`src/rtl/bcd_convertor_pipe.sv`:
```
// Parametrised binary-to-BCD converter (double dabble) with valid/ready handshakes on both sides.
// Optional leading-zero blanking is built only when BCD_BLANK_EN is defined.
module bcd_convertor_pipe #(
    parameter int unsigned DATA_WIDTH = 8,
    parameter int unsigned DIGITS     = 3
) (
    input  logic                    i_clk,
    input  logic                    i_rst_n,
    input  logic [DATA_WIDTH-1:0]   i_data,
    input  logic                    i_valid,
    output logic                    o_ready,
    output logic [4*DIGITS-1:0]     o_bcd,
    output logic                    o_overflow,
    output logic [DIGITS-1:0]       o_blank,
    output logic                    o_valid,
    input  logic                    i_ready
);

    localparam int unsigned BW = 4 * DIGITS;
    localparam int unsigned SW = BW + DATA_WIDTH;
    localparam int unsigned CW = $clog2(DATA_WIDTH + 1);

    typedef enum logic [1:0] {
        S_IDLE  = 2'd0,
        S_SHIFT = 2'd1,
        S_DONE  = 2'd2
    } state_t;

    state_t          r_state;
    state_t          w_state_nxt;
    logic [SW-1:0]   r_scratch;
    logic [SW-1:0]   w_scratch_nxt;
    logic [SW-1:0]   w_corr;
    logic [CW-1:0]   r_cnt;
    logic [CW-1:0]   w_cnt_nxt;
    logic            r_ovf;
    logic            w_ovf_nxt;
    logic            w_last;
    logic            r_valid;
    logic            r_ready;
    logic [BW-1:0]   r_bcd;
    logic            r_bcd_ovf;
    logic [DIGITS-1:0] r_blank;
    logic [DIGITS-1:0] w_blank;

    assign w_last = (r_state == S_SHIFT) && (r_cnt == CW'(1));

    // Add-3 correction applied to every BCD digit in parallel
    always_comb begin
        w_corr = r_scratch;
        for (int j = 0; j < int'(DIGITS); j++) begin
            if (r_scratch[DATA_WIDTH + 4*j +: 4] >= 4'd5) begin
                w_corr[DATA_WIDTH + 4*j +: 4] = r_scratch[DATA_WIDTH + 4*j +: 4] + 4'd3;
            end
        end
    end

    always_ff @(posedge i_clk or negedge i_rst_n) begin
        if (!i_rst_n) begin
            r_state <= S_IDLE;
        end else begin
            r_state <= w_state_nxt;
        end
    end

    always_comb begin
        w_state_nxt = r_state;
        case (r_state)
            S_IDLE:  if (i_valid)           w_state_nxt = S_SHIFT;
            S_SHIFT: if (r_cnt == CW'(1))   w_state_nxt = S_DONE;
            S_DONE:  if (i_ready)           w_state_nxt = S_IDLE;
            default:                        w_state_nxt = S_IDLE;
        endcase
    end

    // Datapath next values; the bit leaving the top digit marks overflow
    always_comb begin
        w_scratch_nxt = r_scratch;
        w_cnt_nxt     = r_cnt;
        w_ovf_nxt     = r_ovf;
        case (r_state)
            S_IDLE: begin
                if (i_valid) begin
                    w_scratch_nxt = {{BW{1'b0}}, i_data};
                    w_cnt_nxt     = CW'(DATA_WIDTH);
                    w_ovf_nxt     = 1'b0;
                end
            end
            S_SHIFT: begin
                w_scratch_nxt = {w_corr[SW-2:0], 1'b0};
                w_cnt_nxt     = r_cnt - CW'(1);
                w_ovf_nxt     = r_ovf | w_corr[SW-1];
            end
            default: ;
        endcase
    end

`ifdef BCD_BLANK_EN
    logic w_all_zero;

    // Digit j blanks when it and every higher digit are zero; ones digit never blanks
    always_comb begin
        w_blank    = '0;
        w_all_zero = ~w_ovf_nxt;
        for (int j = int'(DIGITS) - 1; j >= 1; j--) begin
            w_all_zero = w_all_zero & (w_scratch_nxt[DATA_WIDTH + 4*j +: 4] == 4'd0);
            w_blank[j] = w_all_zero;
        end
    end
`else
    assign w_blank = '0;
`endif

    always_ff @(posedge i_clk or negedge i_rst_n) begin
        if (!i_rst_n) begin
            r_scratch <= '0;
            r_cnt     <= '0;
            r_ovf     <= 1'b0;
            r_valid   <= 1'b0;
            r_ready   <= 1'b1;
            r_bcd     <= '0;
            r_bcd_ovf <= 1'b0;
            r_blank   <= '0;
        end else begin
            r_scratch <= w_scratch_nxt;
            r_cnt     <= w_cnt_nxt;
            r_ovf     <= w_ovf_nxt;
            r_valid   <= (w_state_nxt == S_DONE);
            r_ready   <= (w_state_nxt == S_IDLE);
            if (w_last) begin
                r_bcd     <= w_scratch_nxt[SW-1:DATA_WIDTH];
                r_bcd_ovf <= w_ovf_nxt;
                r_blank   <= w_blank;
            end
        end
    end

    assign o_ready    = r_ready;
    assign o_valid    = r_valid;
    assign o_bcd      = r_bcd;
    assign o_overflow = r_bcd_ovf;
    assign o_blank    = r_blank;

endmodule

```
`config.mk`:
```
export PLATFORM = sky130hd
export DESIGN_NAME = bcd_convertor_pipe
export DESIGN_NICKNAME = d
export VERILOG_FILES = /design/src/rtl/bcd_convertor_pipe.sv
export SDC_FILE = /design/constraint.sdc
export NUM_CORES = 1
export LEC_CHECK = 0
export CORE_UTILIZATION = 54
export DETAILED_ROUTE_END_ITERATION = 8
export GPL_ROUTABILITY_DRIVEN = 0
export GPL_TIMING_DRIVEN = 0
export PLACE_DENSITY = 0.79
export SYNTH_ARGS = -nofsm -noshare
export SYNTH_HDL_FRONTEND = slang
export SYNTH_SLANG_ARGS = --single-unit
```
`constraint.sdc`:
```
create_clock -name i_clk -period 2.03 [get_ports i_clk]
set_input_delay 0.3045 -clock i_clk [delete_from_list [all_inputs] [get_ports i_clk]]
set_output_delay 0.3045 -clock i_clk [all_outputs]
set_load 0.02 [all_outputs]
```
==> qor.yml <==
status: "finished, final reports clean"
synth_warnings: 0
numCtsBuffers: 5
timing.clock.skew_ps: 4.37
synth_area_mm2: 0.00210
post_route_cells_drive_above_1_share_pct: 10.1
synthToLayoutAreaGrowth_pct: 21.0
antenna_found_initial: 0
wl_um: 4200
rows: 22
setup_viol: 0
power_leakage_nw: 1.15
drc_violations_left: 0
final.period_utilization_pct: 91.0
crit_fanout: 10
initial_drt_markers: 124
worst_hold_path_type: "reg2reg"
cp-end-kind: "flip-flop"
placement.io_buffers: 26
layout.cells.non_filler: 295
ys_seq_elements: 42
clock-sinks: 42
design.die.area_mm2: 0.00414
netlist_instances: 209
timing.setup.critical_path_class: "reg2reg"
worstPathArrival_ps: 2080
report.final.hold_viol_count: 0
clkSlewWorstSetupHoldPaths_ps: 70
detail_route.first_pass.iterations: 4
detail_route.vias_per_cell: 5.54
drv_cap: 0
clock-root-buffer: "sky130_fd_sc_hd__clkbuf_8"
clock_tree.buffer_depth: 2
layout_common_cells: "41 x sky130_fd_sc_hd__dfrtp_1, 25 x sky130_fd_sc_hd__clkdlybuf4s50_1, 23 x sky130_fd_sc_hd__nand2_1"
tritoncts: "built"
grt.overflow.total: 0
global_route.usage.total_pct: 23.1
num-nets-final: 266
dp.final_hpwl_um: 2890
final_setup_slack_of_the_worst_path_ps: 183
boundaryPins: 30
critPathLaunchType: "flip-flop"
avgRoutedWirePerCell_um: 14.2
route.vias.total: 1635
power.density_cell_area_mw_per_mm2: 1540
grt_first_pass_wirelength_um: 7130
cts-htree-levels: 2
final_core_util_pct: 68.9
dp_worst_setup_slack_ps: -36.4
die-height_um: 64.4
synthDistinctLibCells: 32
rsz0062_at_grt: "no"
vias_in_the_first_global_route: 1486
synth_sequential_area_ratio_pct: 50.1
slew-limit-headroom_pct: 59.3
most_common_cell_after_layout_fill_and_taps_aside: "sky130_fd_sc_hd__dfrtp_1"
tightest_slew_ps: 609
count_of_nets_left_with_antenna_violations_after_detail_routing: 0
avgSynthCellArea_um2: 10.0
synth_top_cells_by_area: "sky130_fd_sc_hd__dfrtp_1 49%, sky130_fd_sc_hd__o21ai_0 5.0%, sky130_fd_sc_hd__ha_1 4.8%"
insertedDiodeCount: 0
dp_cells: 286
max-vdd-ir-drop_uv: 897
post_cts_buffers: 0
synth_top_cell_by_area: "sky130_fd_sc_hd__dfrtp_1"
synth_top_area_share_pct: 48.9
time_the_final_worst_path_needs_with_i_o_delays_and_setup_ps: 1850
crit_required_ps: 2260
grt_start_max_net_pins: 25
clock.fmax_mhz: 542
slew_violations: 0
core_area_mm2: 0.00369
clk-insertion-delay-late_ps: 300
die_x_um: 64.4
initial_utilization_pct: 56.9
## cell usage after synthesis
library cell and count:
sky130_fd_sc_hd__dfstp_2 1, sky130_fd_sc_hd__nor2_1 8, sky130_fd_sc_hd__conb_1 1, sky130_fd_sc_hd__nor3b_1 4, sky130_fd_sc_hd__and3_1 3, sky130_fd_sc_hd__mux2_4 1, sky130_fd_sc_hd__nand2b_4 1, sky130_fd_sc_hd__a21o_1 3
sky130_fd_sc_hd__mux2_1 1, sky130_fd_sc_hd__o21ai_0 21, sky130_fd_sc_hd__ha_1 8, sky130_fd_sc_hd__a22oi_1 7, sky130_fd_sc_hd__buf_4 3, sky130_fd_sc_hd__nand2_1 23, sky130_fd_sc_hd__nor2b_1 11, sky130_fd_sc_hd__nand3_1 9
sky130_fd_sc_hd__nand2b_1 4, sky130_fd_sc_hd__a22o_1 4, sky130_fd_sc_hd__o31ai_1 1, sky130_fd_sc_hd__a211oi_1 3, sky130_fd_sc_hd__clkbuf_1 7, sky130_fd_sc_hd__nor3_1 1, sky130_fd_sc_hd__inv_1 8, sky130_fd_sc_hd__buf_6 4
sky130_fd_sc_hd__and2b_1 1, sky130_fd_sc_hd__dfrtp_1 41, sky130_fd_sc_hd__mux2_2 8, sky130_fd_sc_hd__a21oi_1 16, sky130_fd_sc_hd__xnor2_1 3, sky130_fd_sc_hd__o21bai_1 1, sky130_fd_sc_hd__or3_1 1, sky130_fd_sc_hd__nand3b_1 1
## worst max-delay path: stages (launching register included)
cell and delay (ps):
sky130_fd_sc_hd__dfrtp_1 370, sky130_fd_sc_hd__buf_6 140, sky130_fd_sc_hd__o21bai_1 510, sky130_fd_sc_hd__clkbuf_1 490, sky130_fd_sc_hd__o21ai_0 170, sky130_fd_sc_hd__nand2_1 90
## report_power, final
group          internal, W  leakage (nW)  switching (W)  total (W)
combinational     0.000908         0.591       0.000992    0.00190
sequential         0.00120         0.524       0.000297    0.00150
clock             0.000244        0.0395       0.000270   0.000514
total              0.00236          1.15        0.00156    0.00392
## final cells by class
class	count	area (µm²)
plain buffers	14	93.8
well taps	48	60.1
fillers	295	1150
repair buffers	28	293
flip-flops and latches	42	1050
inverters	8	30.0
clock buffers	8	80.1
multi-input cells	147	931
## through the flow
| stage | setup TNS (ps) | hold WS [ps] | area [µm²] | power (W) |
|---|---|---|---|---|
| final | 0 | 485 | 2540 | 0.00392 |
| after global routing | 0 | 517 | 2540 | 0.00423 |
| after CTS | 0 | 493 | 2540 | 0.00392 |
| after detailed placement | -180 | 287 | 2450 | 0.00339 |
| after global placement | -15970 | 463 | 2430 | 0.00331 |
| after floorplan | 0 | 8.91 | 2110 | 0.00277 |
## routing by layer
layer  up-vias  part of all wire (%)  global-route usage [%]
li1        789                     -                       -
met1       804                    48                    32.2
met2        34                    47                    34.9
met3         8                   3.2                    4.82
met4         0                   2.0                    10.0
met5         -                     0                       0
## repair_timing
item / CTS / global route
resized for setup: 0 / 0
endpoints found under the hold margin: 18 / 0
hold buffers: 1 / 0
## flip-flops by register name (all words and copies together), names as in the netlist
name and cells:
o_bcd 12, o_overflow 1, o_ready 1, o_valid 1, r_cnt 4, r_ovf 1, r_scratch 20, r_state 2
## final timing paths
check,startpoint,endpoint,slack [ps],cells past startpoint
worst max-delay path,r_state[0]$_DFF_PN0_,r_cnt[2]$_DFFE_PN0P_,180,5
worst min-delay path,o_bcd[8]$_DFFE_PN0P_,o_bcd[8]$_DFFE_PN0P_,490,2
worst max register to register,r_state[0]$_DFF_PN0_,r_cnt[2]$_DFFE_PN0P_,180,5
worst min register to register,o_bcd[8]$_DFFE_PN0P_,o_bcd[8]$_DFFE_PN0P_,490,2
max in group asynchronous,i_rst_n,o_ready$_DFF_PN1_,990,3
min in group asynchronous,i_rst_n,r_scratch[11]$_DFF_PN0_,500,2
## logic make-up (layout without fill, tap and decap cells)
| group | after synthesis | count (layout) | synth area share [%] |
|---|---|---|---|
| AO/OA/AOI/OAI | 56 | 56 | 15.9 |
| XOR/XNOR | 3 | 3 | 1.25 |
| buffers and inverters | 22 | 58 | 5.90 |
| flip-flops | 42 | 42 | 50.1 |
| other | 1 | 3 | 0.179 |
| adder cells (fa/ha/maj) | 8 | 8 | 4.77 |
| multiplexers | 10 | 10 | 5.54 |
| AND/OR/NAND/NOR | 67 | 67 | 16.4 |
(Power assumes the default switching activity.)
